==> src/rtl/hub75_column_driver_pkg.sv <==
// ============================================================================
// Module : hub75_column_driver_pkg
// Brief  : Shared types and helpers for the HUB75 column driver.
// Rev    : 1.0 - initial release
// ============================================================================
`default_nettype none

package hub75_column_driver_pkg;

  typedef enum logic [2:0] {
    ST_REQ   = 3'd0,
    ST_WAIT  = 3'd1,
    ST_SHIFT = 3'd2,
    ST_LATCH = 3'd3,
    ST_SHOW  = 3'd4
  } state_t;

  // Colour channel positions inside a pixel word {R,G,B}, B at the LSBs.
  localparam int C_CH_B = 0;
  localparam int C_CH_G = 1;
  localparam int C_CH_R = 2;

  function automatic int planes_of(input int rgb_res);
    return rgb_res / 3;
  endfunction

  function automatic int plane_w(input int rgb_res);
    return (rgb_res / 3 > 1) ? $clog2(rgb_res / 3) : 1;
  endfunction

  function automatic int ch_lsb(input int ch, input int rgb_res);
    return ch * (rgb_res / 3);
  endfunction

endpackage

`default_nettype wire

==> src/rtl/hub75_column_driver_if.sv <==
// ============================================================================
// Module : hub75_column_driver_if
// Brief  : Column-pair stream between frame manager (master) and driver (slave).
// Rev    : 1.0 - initial release
// ============================================================================
`default_nettype none

interface hub75_column_driver_if #(
  parameter int NUM_ROWS  = 64,
  parameter int SCAN_RATE = 32,
  parameter int RGB_RES   = 9
);

  logic [1:0][NUM_ROWS-1:0][RGB_RES-1:0] columns;
  logic [$clog2(SCAN_RATE)-1:0]          col_num1;
  logic                                  data_valid;
  logic                                  hub75_ready;

  modport master (
    output columns,
    output col_num1,
    output data_valid,
    input  hub75_ready
  );

  modport slave (
    input  columns,
    input  col_num1,
    input  data_valid,
    output hub75_ready
  );

endinterface

`default_nettype wire

==> src/rtl/hub75_column_driver_shifter.sv <==
// ============================================================================
// Module : hub75_column_driver_shifter
// Brief  : Active column buffer and serialiser producing per-plane RGB bits.
// Rev    : 1.0 - initial release
// ============================================================================
`default_nettype none

module hub75_column_driver_shifter
  import hub75_column_driver_pkg::*;
#(
  parameter int NUM_ROWS = 64,
  parameter int RGB_RES  = 9
) (
  input  wire logic                                  clk,
  input  wire logic                                  rst,
  input  wire logic                                  i_start,
  input  wire logic                                  i_load,
  input  wire logic                                  i_run,
  input  wire logic [plane_w(RGB_RES)-1:0]           i_plane,
  input  wire logic [1:0][NUM_ROWS-1:0][RGB_RES-1:0] i_cols,
  output logic      [5:0]                            o_rgb,
  output logic                                       o_hub_clk,
  output logic                                       o_done
);

  localparam int PLANES = planes_of(RGB_RES);
  localparam int PW     = plane_w(RGB_RES);
  localparam int AW     = $clog2(NUM_ROWS);
  localparam int R_LSB  = ch_lsb(C_CH_R, RGB_RES);
  localparam int G_LSB  = ch_lsb(C_CH_G, RGB_RES);
  localparam int B_LSB  = ch_lsb(C_CH_B, RGB_RES);

  localparam logic [AW-1:0] C_LAST     = AW'(NUM_ROWS - 1);
  localparam logic [AW:0]   C_LAST_CNT = (AW+1)'(NUM_ROWS - 1);

  logic [1:0][NUM_ROWS-1:0][RGB_RES-1:0] r_act;
  logic [1:0][NUM_ROWS-1:0][RGB_RES-1:0] w_buf;
  logic [AW:0]                           r_pix;
  logic                                  r_phase;
  logic [AW:0]                           w_pix_inc;
  logic [AW-1:0]                         w_idx;
  logic [RGB_RES-1:0]                    w_px0;
  logic [RGB_RES-1:0]                    w_px1;
  logic [5:0]                            w_bits;

  function automatic logic [2:0] rgb_bits(input logic [RGB_RES-1:0] px,
                                          input logic [PW-1:0]      pl);
    logic [PLANES-1:0] r;
    logic [PLANES-1:0] g;
    logic [PLANES-1:0] b;
    r = px[R_LSB +: PLANES];
    g = px[G_LSB +: PLANES];
    b = px[B_LSB +: PLANES];
    return {r[pl], g[pl], b[pl]};
  endfunction

  assign o_done    = i_run & r_phase & (r_pix == C_LAST_CNT);
  assign w_pix_inc = r_pix + (AW+1)'(1);

  // Outputs are computed one cycle ahead so they line up with the FSM state;
  // a load edge reads the incoming pending buffer directly.
  assign w_buf  = i_load ? i_cols : r_act;
  assign w_idx  = i_start ? C_LAST : (C_LAST - w_pix_inc[AW-1:0]);
  assign w_px0  = w_buf[0][w_idx];
  assign w_px1  = w_buf[1][w_idx];
  assign w_bits = {rgb_bits(w_px0, i_plane), rgb_bits(w_px1, i_plane)};

  always_ff @(posedge clk) begin
    if (rst) begin
      r_act     <= '0;
      r_pix     <= '0;
      r_phase   <= 1'b0;
      o_rgb     <= '0;
      o_hub_clk <= 1'b0;
    end else begin
      if (i_load) begin
        r_act <= i_cols;
      end
      if (i_start) begin
        r_pix     <= '0;
        r_phase   <= 1'b0;
        o_hub_clk <= 1'b0;
        o_rgb     <= w_bits;
      end else if (i_run && !o_done) begin
        if (!r_phase) begin
          r_phase   <= 1'b1;
          o_hub_clk <= 1'b1;
        end else begin
          r_phase   <= 1'b0;
          r_pix     <= w_pix_inc;
          o_hub_clk <= 1'b0;
          o_rgb     <= w_bits;
        end
      end else begin
        r_pix     <= '0;
        r_phase   <= 1'b0;
        o_hub_clk <= 1'b0;
        o_rgb     <= '0;
      end
    end
  end

endmodule

`default_nettype wire

==> src/rtl/hub75_column_driver.sv <==
// ============================================================================
// Module : hub75_column_driver
// Brief  : Fetches column pairs and drives a 1:SCAN_RATE HUB75 panel with BCM.
// Rev    : 1.0 - initial release
// ============================================================================
`default_nettype none

module hub75_column_driver
  import hub75_column_driver_pkg::*;
#(
  parameter int NUM_ROWS  = 64,
  parameter int SCAN_RATE = 32,
  parameter int RGB_RES   = 9,
  parameter int BCM_BASE  = 4
) (
  input  wire logic                         clk_in,
  input  wire logic                         rst_in,
  hub75_column_driver_if.slave              stream,
  output logic                              hub_r0,
  output logic                              hub_g0,
  output logic                              hub_b0,
  output logic                              hub_r1,
  output logic                              hub_g1,
  output logic                              hub_b1,
  output logic                              hub_clk,
  output logic                              hub_lat,
  output logic                              hub_oe,
  output logic [$clog2(SCAN_RATE)-1:0]      hub_addr
);

  localparam int PLANES = planes_of(RGB_RES);
  localparam int PW     = plane_w(RGB_RES);
  localparam int AW     = $clog2(SCAN_RATE);
  localparam int BW     = $clog2((BCM_BASE << (PLANES - 1)) + 1);

  localparam logic [PW-1:0] C_LAST_PLANE = PW'(PLANES - 1);

  state_t                                r_state;
  logic                                  r_ready;
  logic                                  r_lat;
  logic                                  r_oe;
  logic [AW-1:0]                         r_addr;
  logic [AW-1:0]                         r_act_addr;
  logic [AW-1:0]                         r_pend_addr;
  logic [1:0][NUM_ROWS-1:0][RGB_RES-1:0] r_pend_cols;
  logic                                  r_pv;
  logic [PW-1:0]                         r_plane;
  logic [PW-1:0]                         w_plane_nxt;
  logic [BW-1:0]                         r_bcm;
  logic [BW-1:0]                         w_len;
  logic                                  w_last_plane;
  logic                                  w_bcm_end;
  logic                                  w_consume;
  logic                                  w_start;
  logic                                  w_shift_done;
  logic [5:0]                            w_rgb;
  logic                                  w_hub_clk;

  assign w_len        = BW'(BCM_BASE) << r_plane;
  assign w_last_plane = (r_plane == C_LAST_PLANE);
  assign w_bcm_end    = (r_state == ST_SHOW) && (r_bcm == w_len);
  assign w_consume    = r_pv && ((r_state == ST_WAIT) || (w_bcm_end && w_last_plane));
  assign w_start      = w_consume || (w_bcm_end && !w_last_plane);
  assign w_plane_nxt  = w_consume ? '0 :
                        (w_bcm_end ? (r_plane + PW'(1)) : r_plane);

  hub75_column_driver_shifter #(
    .NUM_ROWS (NUM_ROWS),
    .RGB_RES  (RGB_RES)
  ) u_shifter (
    .clk       (clk_in),
    .rst       (rst_in),
    .i_start   (w_start),
    .i_load    (w_consume),
    .i_run     (r_state == ST_SHIFT),
    .i_plane   (w_plane_nxt),
    .i_cols    (r_pend_cols),
    .o_rgb     (w_rgb),
    .o_hub_clk (w_hub_clk),
    .o_done    (w_shift_done)
  );

  // Latest data_valid wins; a simultaneous consume still sees the old pending.
  always_ff @(posedge clk_in) begin
    if (rst_in) begin
      r_pend_cols <= '0;
      r_pend_addr <= '0;
      r_act_addr  <= '0;
      r_pv        <= 1'b0;
    end else begin
      if (w_consume) begin
        r_act_addr <= r_pend_addr;
      end
      if (stream.data_valid) begin
        r_pend_cols <= stream.columns;
        r_pend_addr <= stream.col_num1;
        r_pv        <= 1'b1;
      end else if (w_consume) begin
        r_pv <= 1'b0;
      end
    end
  end

  always_ff @(posedge clk_in) begin
    if (rst_in) begin
      r_state <= ST_REQ;
      r_ready <= 1'b0;
      r_lat   <= 1'b0;
      r_oe    <= 1'b1;
      r_addr  <= '0;
      r_plane <= '0;
      r_bcm   <= '0;
    end else begin
      r_ready <= 1'b0;
      r_lat   <= 1'b0;
      r_plane <= w_plane_nxt;
      case (r_state)
        ST_REQ: begin
          r_ready <= ~r_pv;
          r_state <= ST_WAIT;
        end
        ST_WAIT: begin
          r_oe <= 1'b1;
          if (r_pv) begin
            r_state <= ST_SHIFT;
          end
        end
        ST_SHIFT: begin
          if (w_shift_done) begin
            r_state <= ST_LATCH;
            r_lat   <= 1'b1;
            r_addr  <= r_act_addr;
          end
        end
        ST_LATCH: begin
          r_state <= ST_SHOW;
          r_oe    <= 1'b0;
          r_bcm   <= BW'(1);
          // Prefetch the next pair while the longest plane is lit.
          r_ready <= w_last_plane & ~r_pv & ~stream.data_valid;
        end
        ST_SHOW: begin
          if (w_bcm_end) begin
            r_oe    <= 1'b1;
            r_bcm   <= '0;
            r_state <= w_start ? ST_SHIFT : ST_WAIT;
          end else begin
            r_bcm <= r_bcm + BW'(1);
          end
        end
        default: begin
          r_state <= ST_REQ;
          r_oe    <= 1'b1;
        end
      endcase
    end
  end

  assign stream.hub75_ready = r_ready;
  assign {hub_r0, hub_g0, hub_b0, hub_r1, hub_g1, hub_b1} = w_rgb;
  assign hub_clk  = w_hub_clk;
  assign hub_lat  = r_lat;
  assign hub_oe   = r_oe;
  assign hub_addr = r_addr;

endmodule

`default_nettype wire
==> src/flat_wrapper.sv <==
// flat-port wrapper written by rule: the top's interface ports become plain ports
module hub75_column_driver_flat import hub75_column_driver_pkg::*;
#(
  parameter int NUM_ROWS  = 64,
  parameter int SCAN_RATE = 32,
  parameter int RGB_RES   = 9,
  parameter int BCM_BASE  = 4
)
  (clk_in, rst_in, hub_r0, hub_g0, hub_b0, hub_r1, hub_g1, hub_b1, hub_clk, hub_lat, hub_oe, hub_addr, stream_columns, stream_col_num1, stream_data_valid, stream_hub75_ready);
  hub75_column_driver_if #(.NUM_ROWS(NUM_ROWS), .SCAN_RATE(SCAN_RATE), .RGB_RES(RGB_RES)) stream_i ();
  input  wire logic clk_in;
  input  wire logic rst_in;
  output logic hub_r0;
  output logic hub_g0;
  output logic hub_b0;
  output logic hub_r1;
  output logic hub_g1;
  output logic hub_b1;
  output logic hub_clk;
  output logic hub_lat;
  output logic hub_oe;
  output logic [$clog2(SCAN_RATE)-1:0] hub_addr;
  input wire logic [$bits(stream_i.columns)-1:0] stream_columns;
  input wire logic [$bits(stream_i.col_num1)-1:0] stream_col_num1;
  input wire logic [$bits(stream_i.data_valid)-1:0] stream_data_valid;
  output wire logic [$bits(stream_i.hub75_ready)-1:0] stream_hub75_ready;
  assign stream_i.columns = stream_columns;
  assign stream_i.col_num1 = stream_col_num1;
  assign stream_i.data_valid = stream_data_valid;
  assign stream_hub75_ready = stream_i.hub75_ready;
  hub75_column_driver #(.NUM_ROWS(NUM_ROWS), .SCAN_RATE(SCAN_RATE), .RGB_RES(RGB_RES), .BCM_BASE(BCM_BASE)) u_core (.clk_in(clk_in), .rst_in(rst_in), .stream(stream_i), .hub_r0(hub_r0), .hub_g0(hub_g0), .hub_b0(hub_b0), .hub_r1(hub_r1), .hub_g1(hub_g1), .hub_b1(hub_b1), .hub_clk(hub_clk), .hub_lat(hub_lat), .hub_oe(hub_oe), .hub_addr(hub_addr));
endmodule
==> config.mk <==
export PLATFORM = sky130hd
export DESIGN_NAME = hub75_column_driver_flat
export DESIGN_NICKNAME = d
export VERILOG_FILES = /design/src/rtl/hub75_column_driver_pkg.sv /design/src/rtl/hub75_column_driver_if.sv /design/src/rtl/hub75_column_driver_shifter.sv /design/src/rtl/hub75_column_driver.sv /design/src/flat_wrapper.sv
export SDC_FILE = /design/constraint.sdc
export NUM_CORES = 2
export LEC_CHECK = 0
export ABC_AREA = 1
export CAP_MARGIN = 25
export CORE_AREA = 2 2 453 455
export CTS_CLUSTER_DIAMETER = 100
export CTS_CLUSTER_SIZE = 20
export DETAILED_ROUTE_END_ITERATION = 8
export DIE_AREA = 0 0 455 457
export GPL_ROUTABILITY_DRIVEN = 0
export MAX_ROUTING_LAYER = met4
export PLACE_DENSITY_LB_ADDON = 0.1
export SETUP_SLACK_MARGIN = 0.3
export SLEW_MARGIN = 5
export SYNTH_ARGS = -nofsm -noshare
export SYNTH_HDL_FRONTEND = slang
export SYNTH_HIERARCHICAL = 1
export SYNTH_SLANG_ARGS = --single-unit
==> constraint.sdc <==
create_clock -name clk_in -period 3.85 [get_ports clk_in]
set_clock_uncertainty 0.1 [all_clocks]
set_input_delay 1.155 -clock clk_in [delete_from_list [all_inputs] [get_ports clk_in]]
set_output_delay 1.155 -clock clk_in [all_outputs]
set_load 0.05 [all_outputs]
==> out/results.ini <==
[final_layout]
final_area_mm2=0.1168
final_common_cell=nor2_1
nets=15150
syn_to_final_growth_pct=23.40
stdcell_count=16710
final_layout_size_suffix_gt1_frac=0.07591
final_cell_mix=nor2_1, dfxtp_1, nand2_1, o21ai_0, nand3_1

[worst_setup_path]
crit_buf_inv=6
worstPathMaxFanout=25
slowest_stage=o21ai_0
cp-end-kind=register
startpoint_type=register
critical_path.top_delay_family=simple AND/OR/NAND/NOR gates
crit_type=reg -> reg
crit_required_ns=4.48
cp.arrival_ns=4.20
crit_path_max_incr_delay_ns=0.42

[clock_network]
cts_tree=yes
clockBufferDepth=3
clk_latency_ns=0.84
root_buffer=clkbuf_16
htree_levels=4
cts.sinks=2347
clk_pin_slew_ns=0.09
numCtsBuffers=135

[placement]
portBuffers=1174
postPlaceCellArea_mm2=0.1095
dp_hpwl_um=261800
placed_cells=16440

[detailed_routing]
drt_iter0_drc=11270
wirelength_um=379600
route.detailed.drc=0
route.vias.total=93020
routedWlPerCell_um=22.72
drtPass1Iterations=6
vias_per_cell=5.567
antenna_left=0

[logic_synthesis]
ys.flop_type=dfxtp_1
synthCells=13180
synth_edf_count=0
ys_top_cells_by_area=dfxtp_1, nor2_1, nand2_1
avgSynthCellArea_um2=7.187
yosysWarnings=6
synth_largest_area_cell=dfxtp_1
syn_nets=14340
netlist_area_mm2=0.09469
synth-seq-area-share=0.4962
ys_ff_latch=2347
yosysUniqueCellTypes=39
yosys.area.top_type_share=0.4962
async_flop_share=0

[timing]
setup_viol=0
slew_headroom=-0.1807
rsz0062_at_grt=true
finalCriticalPeriod_ns=3.568
maxSlewViolCount=117
fin_crit_sh=0.9267
worst_pin_slew_ns=1.771
fmax_mhz=280.3
final_hold_viol_count=0
hold_ws_ns=0.3653

[power_and_ir_drop]
power_density_mw_per_mm2=512.3
ir_drop_mv=0.4972
power_mw=59.85
p_leak_nw=48.05

[die]
initial_core_util=0.4657
num_rows=166
die_w_um=455
die-area_mm2=0.2079
io-pin-count=1175
die_y_um=457
coreArea_mm2=0.2033

[global_route]
grt_first_pass_wirelength_um=542200
grt-ovfl-total=0
grt_util_all_layers=0.3524
grt_max_degree=237
antenna_found_initial=22
grt_pass1_vias=86490

[hold_path]
holdCritPathClass=reg -> reg

[flow_run]
maxCapViolations=0

[run_status]
violations=max-slew violations
status=finished with violations

==> cell usage after synthesis (6+ instances only) <==
master    instances
clkbuf_1        487
or2_0            47
inv_1           387
or2_2           156
dfxtp_1        2347
mux2i_1          46
buf_2           282
o21ai_1          67
buf_4            87
nor3_1            8
nand2_1        2228
ha_1              6
o21ai_0        1664
a21oi_1         580
nor2_1         2959
buf_1            94
buf_6            52
or2_1            26
nand3_1        1612
==> worst paths after layout <==
| path | from | endpoint | slack, ns | cells after the start |
|---|---|---|---|---|
| worst min-delay path | u_core/u_shifter/r_pix[6] | u_core/u_shifter/r_pix[6] | 0.37 | 2 |
| worst min register to register | u_core/u_shifter/r_pix[6] | u_core/u_shifter/r_pix[6] | 0.37 | 2 |
| worst max-delay path | u_core/r_plane[0] | u_core/u_shifter/o_rgb[0] | 0.28 | 25 |
| worst max register to register | u_core/r_plane[0] | u_core/u_shifter/o_rgb[0] | 0.28 | 25 |
==> layout make-up <==
cell class / instances / area, µm²
clock buffer: 144 / 3561
clock inverter: 10 / 108.9
antenna: 17 / 42.54
timing repair buffer: 1683 / 18690
tap: 2688 / 3363
multi-input combinational: 9423 / 42480
inverter: 397 / 1603
sequential: 2347 / 46990
fill: 19000 / 86500
==> cells by family (layout without fill, tap and decap cells) <==
logic type | after synthesis | count (layout) | share of synthesized area
adders and majority gates | 6 | 6 | 0.0007928
AOI/OAI and AO/OA | 2319 | 2319 | 0.1228
DFF | 2347 | 2347 | 0.4962
and+or+nand+nor | 7049 | 7049 | 0.3074
muxes | 46 | 46 | 0.004863
xor gates and xnor gates | 3 | 3 | 0.0002775
buffers and inverters | 1405 | 2234 | 0.06763
other | 0 | 17 | 0
==> worst min-delay path, cell delays in order (launching register included) <==
cell and delay [ns]:
dfxtp_1 0.32, nand2_1 0.06, a21oi_1 0.05
==> state kept, by name, indices dropped and copies added, names as in the netlist <==
signal                     count
u_core/hub_lat                 1
u_core/u_shifter/r_phase       1
u_core/r_pend_addr             5
u_core/r_plane                 2
u_core/r_pend_cols          1152
u_core/r_pv                    1
u_core/r_act_addr              5
u_core/hub_addr                5
u_core/hub_oe                  1
u_core/u_shifter/r_pix         7
u_core/u_shifter/r_act      1152
u_core/u_shifter/o_rgb         6
u_core/r_state                 3
u_core/r_bcm                   5
u_core/stream.hub75_ready      1
==> per-layer routing <==
metal / GRT usage / routed length, µm / vias to the layer above
met5: - / 0 / -
met4: 0.2097 / 25500 / 0
met3: 0.05667 / 31990 / 845
met1: 0.4513 / 154900 / 43780
li1: - / - / 44150
met2: 0.5225 / 167200 / 4253
==> metrics by stage <==
stage | worst slack, ns | setup TNS [ns] | utilization
2_1_floorplan | 0.8090 | 0 | -
3_3_place_gp | -0.2443 | -0.7889 | 0.5385
3_5_place_dp | -0.2434 | -0.8027 | 0.5385
4_1_cts | 0.1996 | 0 | 0.5647
5_1_grt | 0.1583 | 0 | 0.5746
6_report | 0.2822 | 0 | 0.5746
==> power by group <==
| part | leakage, nW | switching, mW | total (mW) | internal [mW] |
|---|---|---|---|---|
| Sequential | 19.3 | 0.958 | 27.5 | 26.5 |
| Combinational | 27.0 | 10.5 | 17.5 | 6.93 |
| Clock | 1.81 | 8.30 | 14.9 | 6.62 |
| Total | 48.1 | 19.8 | 59.9 | 40.1 |
==> what timing repair did <==
action / in CTS / in global routing
cloned: 23 / 23
gates resized for setup: 130 / 344
pin swaps: 8 / 35
setup endpoints to repair: 13 / 6
buffers inserted: 26 / 25
hold buffers: 0 / 0
(Power assumes the default switching activity.)
